`src/rtl/sprite_draw_scheduler_pkg.sv`:
```
// Shared types and constants for the sprite draw scheduler: drawer indices,
// FSM state encoding and the queued request record.
package sprite_draw_scheduler_pkg;

  localparam int SPRITE_PIXELS = 64;
  localparam int SEL_W = 2;
  localparam int X_W   = 8;
  localparam int Y_W   = 7;
  localparam int COL_W = 3;

  localparam logic [SEL_W-1:0] DRW_UP    = 2'd0;
  localparam logic [SEL_W-1:0] DRW_DOWN  = 2'd1;
  localparam logic [SEL_W-1:0] DRW_LEFT  = 2'd2;
  localparam logic [SEL_W-1:0] DRW_RIGHT = 2'd3;

  typedef enum logic [1:0] {
    S_IDLE      = 2'd0,
    S_LAUNCH    = 2'd1,
    S_ARM       = 2'd2,
    S_WAIT_DONE = 2'd3
  } sched_state_e;

  // 17-bit queue entry: sel + x + y
  typedef struct packed {
    logic [SEL_W-1:0] sel;
    logic [X_W-1:0]   x;
    logic [Y_W-1:0]   y;
  } draw_req_t;

endpackage

```
`src/rtl/sprite_draw_scheduler_if.sv`:
```
// Draw request handshake between the graphics FSM (master) and the scheduler (slave).
interface sprite_draw_scheduler_if;
  import sprite_draw_scheduler_pkg::*;

  logic             req_valid;
  logic             req_ready;
  logic [SEL_W-1:0] req_sel;
  logic [X_W-1:0]   req_x;
  logic [Y_W-1:0]   req_y;

  modport master (output req_valid, req_sel, req_x, req_y, input req_ready);
  modport slave  (input req_valid, req_sel, req_x, req_y, output req_ready);
endinterface

```
`src/rtl/sprite_draw_scheduler_fifo.sv`:
```
// Request queue for the scheduler: power-of-2 depth, full/empty flags, push is
// refused whenever full regardless of a same-cycle pop.
module draw_req_fifo
  import sprite_draw_scheduler_pkg::*;
#(
  parameter int DEPTH = 4
) (
  input  logic      clock,
  input  logic      reset,
  input  logic      push,
  input  draw_req_t wdata,
  input  logic      pop,
  output draw_req_t rdata,
  output logic      full,
  output logic      empty
);
  localparam int AW = $clog2(DEPTH);
  localparam logic [AW-1:0] PTR_ONE = AW'(1);
  localparam logic [AW:0]   CNT_ONE = (AW+1)'(1);
  localparam logic [AW:0]   CNT_MAX = (AW+1)'(DEPTH);

  draw_req_t     mem [DEPTH];
  logic [AW-1:0] wr_ptr, rd_ptr;
  logic [AW:0]   count;
  logic          do_push, do_pop;

  assign full    = (count == CNT_MAX);
  assign empty   = (count == '0);
  assign do_push = push && !full;
  assign do_pop  = pop && !empty;
  assign rdata   = mem[rd_ptr];

  always_ff @(posedge clock)
    if (do_push) mem[wr_ptr] <= wdata;

  always_ff @(posedge clock or posedge reset) begin
    if (reset) begin
      wr_ptr <= '0;
      rd_ptr <= '0;
      count  <= '0;
    end else begin
      if (do_push) wr_ptr <= wr_ptr + PTR_ONE;
      if (do_pop)  rd_ptr <= rd_ptr + PTR_ONE;
      case ({do_push, do_pop})
        2'b10:   count <= count + CNT_ONE;
        2'b01:   count <= count - CNT_ONE;
        default: count <= count;
      endcase
    end
  end

endmodule

```
`src/rtl/sprite_draw_scheduler.sv`:
```
// Shares the VGA write port among sprite drawers: queues requests, launches one
// drawer at a time and forwards its pixel stream until it reports done or times out.
module sprite_draw_scheduler
  import sprite_draw_scheduler_pkg::*;
#(
  parameter int NUM_DRAWERS = 4,
  parameter int QUEUE_DEPTH = 4,
  parameter int TIMEOUT     = 127
) (
  input  logic                         clock,
  input  logic                         reset,
  sprite_draw_scheduler_if.slave       req,
  output logic [NUM_DRAWERS-1:0]       drw_start,
  output logic [X_W-1:0]               drw_refX,
  output logic [Y_W-1:0]               drw_refY,
  input  logic [X_W*NUM_DRAWERS-1:0]   drw_x,
  input  logic [Y_W*NUM_DRAWERS-1:0]   drw_y,
  input  logic [COL_W*NUM_DRAWERS-1:0] drw_colour,
  input  logic [NUM_DRAWERS-1:0]       drw_writeEn,
  input  logic [NUM_DRAWERS-1:0]       drw_done,
  output logic [X_W-1:0]               x,
  output logic [Y_W-1:0]               y,
  output logic [COL_W-1:0]             colour,
  output logic                         writeEn,
  output logic                         busy,
  output logic                         timeout_err
);
  localparam int CNT_W = $clog2(TIMEOUT + 1);
  localparam logic [CNT_W-1:0] CNT_LAST = CNT_W'(TIMEOUT - 1);
  localparam logic [CNT_W-1:0] CNT_ONE  = CNT_W'(1);

  sched_state_e     state, state_nxt;
  draw_req_t        fifo_in, fifo_head;
  logic             fifo_full, fifo_empty, fifo_pop;
  logic [SEL_W-1:0] cur_sel;
  logic [CNT_W-1:0] cnt;
  logic             head_ok, load_cur, set_err, cnt_clr, cnt_inc;
  logic [X_W-1:0]   sel_x;
  logic [Y_W-1:0]   sel_y;
  logic [COL_W-1:0] sel_col;
  logic             sel_we, sel_done, pix_window;

  assign fifo_in.sel   = req.req_sel;
  assign fifo_in.x     = req.req_x;
  assign fifo_in.y     = req.req_y;
  assign req.req_ready = !fifo_full;

  draw_req_fifo #(.DEPTH(QUEUE_DEPTH)) u_fifo (
    .clock (clock),
    .reset (reset),
    .push  (req.req_valid),
    .wdata (fifo_in),
    .pop   (fifo_pop),
    .rdata (fifo_head),
    .full  (fifo_full),
    .empty (fifo_empty)
  );

  // Indices past the attached drawers are popped and discarded as errors.
  assign head_ok    = (32'(fifo_head.sel) < NUM_DRAWERS);
  assign busy       = (state != S_IDLE) || !fifo_empty;
  assign pix_window = (state == S_ARM) || (state == S_WAIT_DONE);

  always_comb begin
    drw_start = '0;
    sel_x     = '0;
    sel_y     = '0;
    sel_col   = '0;
    sel_we    = 1'b0;
    sel_done  = 1'b0;
    for (int i = 0; i < NUM_DRAWERS; i++) begin
      if (32'(cur_sel) == i) begin
        drw_start[i] = (state == S_LAUNCH);
        sel_x        = drw_x[X_W*i +: X_W];
        sel_y        = drw_y[Y_W*i +: Y_W];
        sel_col      = drw_colour[COL_W*i +: COL_W];
        sel_we       = drw_writeEn[i];
        sel_done     = drw_done[i];
      end
    end
  end

  always_ff @(posedge clock or posedge reset) begin
    if (reset) state <= S_IDLE;
    else       state <= state_nxt;
  end

  // ARM exists because the freshly started drawer still shows its old done=1.
  always_comb begin
    state_nxt = state;
    fifo_pop  = 1'b0;
    load_cur  = 1'b0;
    set_err   = 1'b0;
    cnt_clr   = 1'b0;
    cnt_inc   = 1'b0;
    case (state)
      S_IDLE: begin
        if (!fifo_empty) begin
          fifo_pop = 1'b1;
          load_cur = 1'b1;
          if (head_ok) state_nxt = S_LAUNCH;
          else         set_err   = 1'b1;
        end
      end
      S_LAUNCH: state_nxt = S_ARM;
      S_ARM: begin
        cnt_clr   = 1'b1;
        state_nxt = S_WAIT_DONE;
      end
      S_WAIT_DONE: begin
        if (sel_done) begin
          state_nxt = S_IDLE;
        end else if (cnt == CNT_LAST) begin
          set_err   = 1'b1;
          state_nxt = S_IDLE;
        end else begin
          cnt_inc = 1'b1;
        end
      end
      default: state_nxt = S_IDLE;
    endcase
  end

  always_ff @(posedge clock or posedge reset) begin
    if (reset) begin
      cur_sel     <= '0;
      drw_refX    <= '0;
      drw_refY    <= '0;
      cnt         <= '0;
      timeout_err <= 1'b0;
    end else begin
      if (load_cur) begin
        cur_sel  <= fifo_head.sel;
        drw_refX <= fifo_head.x;
        drw_refY <= fifo_head.y;
      end
      if (cnt_clr)      cnt <= '0;
      else if (cnt_inc) cnt <= cnt + CNT_ONE;
      if (set_err) timeout_err <= 1'b1;
    end
  end

  always_ff @(posedge clock or posedge reset) begin
    if (reset) begin
      x       <= '0;
      y       <= '0;
      colour  <= '0;
      writeEn <= 1'b0;
    end else begin
      x       <= sel_x;
      y       <= sel_y;
      colour  <= sel_col;
      writeEn <= sel_we && pix_window;
    end
  end

endmodule

```
`src/flat_wrapper.sv`:
```
// flat-port wrapper written by rule: the top's interface ports become plain ports
module sprite_draw_scheduler_flat import sprite_draw_scheduler_pkg::*;
#(
  parameter int NUM_DRAWERS = 4,
  parameter int QUEUE_DEPTH = 4,
  parameter int TIMEOUT     = 127
)
  (clock, reset, drw_start, drw_refX, drw_refY, drw_x, drw_y, drw_colour, drw_writeEn, drw_done, x, y, colour, writeEn, busy, timeout_err, req_req_valid, req_req_sel, req_req_x, req_req_y, req_req_ready);
  sprite_draw_scheduler_if req_i ();
  input  logic clock;
  input  logic reset;
  output logic [NUM_DRAWERS-1:0] drw_start;
  output logic [X_W-1:0] drw_refX;
  output logic [Y_W-1:0] drw_refY;
  input  logic [X_W*NUM_DRAWERS-1:0] drw_x;
  input  logic [Y_W*NUM_DRAWERS-1:0] drw_y;
  input  logic [COL_W*NUM_DRAWERS-1:0] drw_colour;
  input  logic [NUM_DRAWERS-1:0] drw_writeEn;
  input  logic [NUM_DRAWERS-1:0] drw_done;
  output logic [X_W-1:0] x;
  output logic [Y_W-1:0] y;
  output logic [COL_W-1:0] colour;
  output logic writeEn;
  output logic busy;
  output logic timeout_err;
  input wire logic [$bits(req_i.req_valid)-1:0] req_req_valid;
  input wire logic [$bits(req_i.req_sel)-1:0] req_req_sel;
  input wire logic [$bits(req_i.req_x)-1:0] req_req_x;
  input wire logic [$bits(req_i.req_y)-1:0] req_req_y;
  output wire logic [$bits(req_i.req_ready)-1:0] req_req_ready;
  assign req_i.req_valid = req_req_valid;
  assign req_i.req_sel = req_req_sel;
  assign req_i.req_x = req_req_x;
  assign req_i.req_y = req_req_y;
  assign req_req_ready = req_i.req_ready;
  sprite_draw_scheduler #(.NUM_DRAWERS(NUM_DRAWERS), .QUEUE_DEPTH(QUEUE_DEPTH), .TIMEOUT(TIMEOUT)) u_core (.clock(clock), .reset(reset), .req(req_i), .drw_start(drw_start), .drw_refX(drw_refX), .drw_refY(drw_refY), .drw_x(drw_x), .drw_y(drw_y), .drw_colour(drw_colour), .drw_writeEn(drw_writeEn), .drw_done(drw_done), .x(x), .y(y), .colour(colour), .writeEn(writeEn), .busy(busy), .timeout_err(timeout_err));
endmodule
```
`config.mk`:
```
export PLATFORM = sky130hd
export DESIGN_NAME = sprite_draw_scheduler_flat
export DESIGN_NICKNAME = d
export VERILOG_FILES = /design/src/rtl/sprite_draw_scheduler_pkg.sv /design/src/rtl/sprite_draw_scheduler_if.sv /design/src/rtl/sprite_draw_scheduler_fifo.sv /design/src/rtl/sprite_draw_scheduler.sv /design/src/flat_wrapper.sv
export SDC_FILE = /design/constraint.sdc
export NUM_CORES = 1
export LEC_CHECK = 0
export ABC_AREA = 1
export ABC_CLOCK_PERIOD_IN_PS = 2300
export BUFFER_PORTS_ARGS = -buffer_cell sky130_fd_sc_hd__clkbuf_2
export CORE_ASPECT_RATIO = 1.5
export CORE_UTILIZATION = 50
export CTS_BUF_LIST = sky130_fd_sc_hd__clkbuf_2
export CTS_CLUSTER_DIAMETER = 80
export CTS_CLUSTER_SIZE = 16
export DETAILED_ROUTE_END_ITERATION = 12
export PLACE_DENSITY = 0.76
export SLEW_MARGIN = 0
export SYNTH_ARGS = -nofsm -noshare
export SYNTH_HDL_FRONTEND = slang
export SYNTH_HIERARCHICAL = 1
export SYNTH_SLANG_ARGS = --single-unit
```
`constraint.sdc`:
```
create_clock -name clock -period 2.3 [get_ports clock]
set_input_delay 0.23 -clock clock [delete_from_list [all_inputs] [get_ports clock]]
set_output_delay 0.23 -clock clock [all_outputs]
set_load 0.01 [all_outputs]
```
==> metrics.txt <==
run status finished, final reports clean; mean area per synthesized cell 9.83 um2; commonest non-fill, non-tap cell in the layout nand2_1; leakage power 3.56 nW; TritonCTS buffer count 17; Critical path origin u_core/cur_sel[1]$_DFFE_PP0P_; Setup TNS 0 ns; Avg Vias per Cell 5.11; Hold Violations, Final 0; pre-CTS WS 0.237 ns; setup violators final 0; Die Y around 130 um; clock power share 0.158; Worst-Skew Late Latency 0.66 ns; Final nets 888; Arrival @ worst endpoint 2.66 ns; capture point of the worst path u_core/x[4]$_DFF_PP0_; pin count of the biggest net entering global routing 47; Flop pwr share 0.394; standard-cell row count 46; initial core utilization 0.521; PortBufs 140; DRT iter0 DRCs 242; #FFs+latches synth 121; Req. time, crit path 2.84 ns; DIE AREA about 12000 um2; grt total ovfl 0; max-slew violations 0; Placed Area 6410 um2; initial antenna violation count 2; skew final 0.0312 ns; hpwl dp 9160 um; Internal 4.97 mW; Hold Path Class input pin to register; I/O pin cnt 141; Reg2Reg Launch Point u_core/cur_sel[1]$_DFFE_PP0P_; library cells used by synthesis 31; R2R setup slack 0.18 ns; f_max approximately 470 MHz; Post-Route Utilization 0.680; worst slew pin tran 0.800 ns; Synth Instances around 570; layout cells sized above 1 0.260; CP max FO 18; Vias 4776; vias in the first global route roughly 4900; DRC 0; maximum VDD drop 699 uV; capture point of the worst reg-to-reg path u_core/x[4]$_DFF_PP0_; CP max stage delay roughly 0.58 ns; Worst path most repeated cell nand2_1; switching part of the total 0.411; H-tree depth 4; Crit path max-delay family buffers and inverters; Logic pwr share 0.447; Synth Warn # 6; slowest cell on the critical path dlygate4sd3_1; final worst setup slack 0.185 ns; CTS root buf clkbuf_2; Reg2Reg Depth 5; Net Sw Power 3.46 mW; Setup crit end kind register; RePlAce Congestion 0.857; per-cell routed wire length 14.7 um; Syn Nets 680; critical-path cell list nand2_1, clkinvlp_4, nand2_1, nand4_1, dlygate4sd3_1; Routed Antenna Nets 0; most frequent cells in the layout nand2_1 (201), clkbuf_2 (158), inv_1 (71); max-cap violations 0; CTS tree yes; Num Clock Sinks ~120; Seq/Total Area, Yosys 0.604; Tot GR Track Use 0.256; min Tclk post-route 2.12 ns; die width 88.2 um; Buf+Inv Stages, Crit Path 2; PwrDens 1160 nW/um2; core box area 10700 um2; Slew headroom 0.467; clk buf depth 2; drt total wl 13700 um; Critical Path Start Type register; post-route cell area 7280 um2; fin crit share 0.920; Synth Cell Area between 5000 and 6000 um2; Setup CP Type register to register; Syn-to-layout area delta 30.7%; Worst-path clk slew 0.18 ns; total stage count of the critical path 5; first-pass GRT wire length 22400 um; First-pass DRT Iterations 5; RSZ-0062 raised after global routing no
-- per-stage QoR --
step | hold slack (ns) | power, mW | cells
finish | 0.115 | 8.43 | 934
global route | 0.0510 | 9.10 | 934
CTS | 0.0413 | 8.44 | 931
detailed placement | 0.207 | 6.75 | 838
global placement | 0.198 | 6.58 | 838
floorplan | 0.0334 | 5.63 | 567
-- layout make-up --
type	instances	area [um2]
tap	144	180
fill	833	3420
timing repair buffer	213	1410
multi-input combinational	346	1780
inverter	76	292
clock inverter	14	148
clock buffer	18	90.1
sequential	121	3370
antenna	2	5.00
-- metal layers --
layer  wire [um]  vias up  track usage
li1            -     2302            -
met1        5110     2263        0.275
met4         370        0        0.115
met2        7520      173        0.460
met3         694       38       0.0584
met5           0        -            0
-- repair_timing --
item	in CTS	in global routing
setup buffers	0	1
setup endpoints to repair	0	21
gates resized for setup	0	4
hold buffers	61	0
endpoints found under the hold margin	144	0
-- registers in the layout (all words and copies together), names as in the netlist, 3 cells and up --
name                 flops
u_core/drw_refX          8
u_core/x                 8
u_core/colour            3
u_core/u_fifo/count      3
u_core/drw_refY          7
u_core/u_fifo/mem       68
u_core/cnt               7
u_core/y                 7
-- power groups by stage --
stage | Clock [mW] | Sequential (mW) | Combinational [mW]
4_1_cts | 1.37 | 3.32 | 3.74
5_1_grt | 1.47 | 3.39 | 4.24
3_5_place_dp | 0 | 3.37 | 3.38
2_1_floorplan | 0 | 3.40 | 2.23
3_3_place_gp | 0 | 3.34 | 3.23
6_report | 1.33 | 3.33 | 3.77
-- how the worst min path moves through the flow --
stage	from	endpoint	slack [ns]	cells past startpoint
6_report	drw_done[2]	u_core/cnt[2]$_DFFE_PP0P_	0.11	6
5_1_grt	drw_done[2]	u_core/timeout_err$_DFFE_PP0P_	0.05	6
4_1_cts	drw_done[2]	u_core/timeout_err$_DFFE_PP0P_	0.04	6
3_5_place_dp	reset	u_core/u_fifo/rd_ptr[1]$_DFFE_PP0P_	0.21	2
3_3_place_gp	reset	u_core/u_fifo/rd_ptr[1]$_DFFE_PP0P_	0.20	2
2_1_floorplan	reset	u_core/u_fifo/count[0]$_DFFE_PP0P_	0.03	1
-- Yosys cell counts --
master	count	area share
nand2_1	201	0.14
buf_4	1	0.0013
or2_2	1	0.0011
clkinv_1	1	0.00067
nor2_4	1	0.0020
o21ai_2	1	0.0016
o221ai_1	1	0.0016
dfrtp_1	53	0.24
nor2_2	2	0.0022
xnor2_1	1	0.0016
nand3_2	2	0.0036
a21oi_1	2	0.0018
o211ai_1	25	0.034
o211ai_2	9	0.020
nor3_1	2	0.0018
xor2_1	1	0.0016
ha_1	12	0.027
edfxtp_1	68	0.37
nand4_1	25	0.028
nor2_1	12	0.0081
inv_2	3	0.0020
nand2_4	1	0.0020
inv_1	72	0.048
o21ai_0	4	0.0036
fa_1	1	0.0036
buf_2	13	0.012
buf_6	4	0.0081
o21bai_1	2	0.0027
o22ai_1	1	0.0011
clkbuf_1	6	0.0040
nand3_1	39	0.035
-- worst min-delay path, cell delays in order --
cell      delay (ns)
clkbuf_2        0.08
nand3_1         0.09
nand3_1         0.10
nor2_1          0.11
nand4_1         0.10
nand2_1         0.05
-- logic make-up after synthesis --
kind of cell,after synthesis,share of synthesized area
simple gates,286,0.219
compound gates,45,0.0662
buf+inv,100,0.0763
flops,121,0.604
xor+xnor,2,0.00314
fa+ha+maj,13,0.0305
No activity file was read; power rests on OpenSTA's default activity.
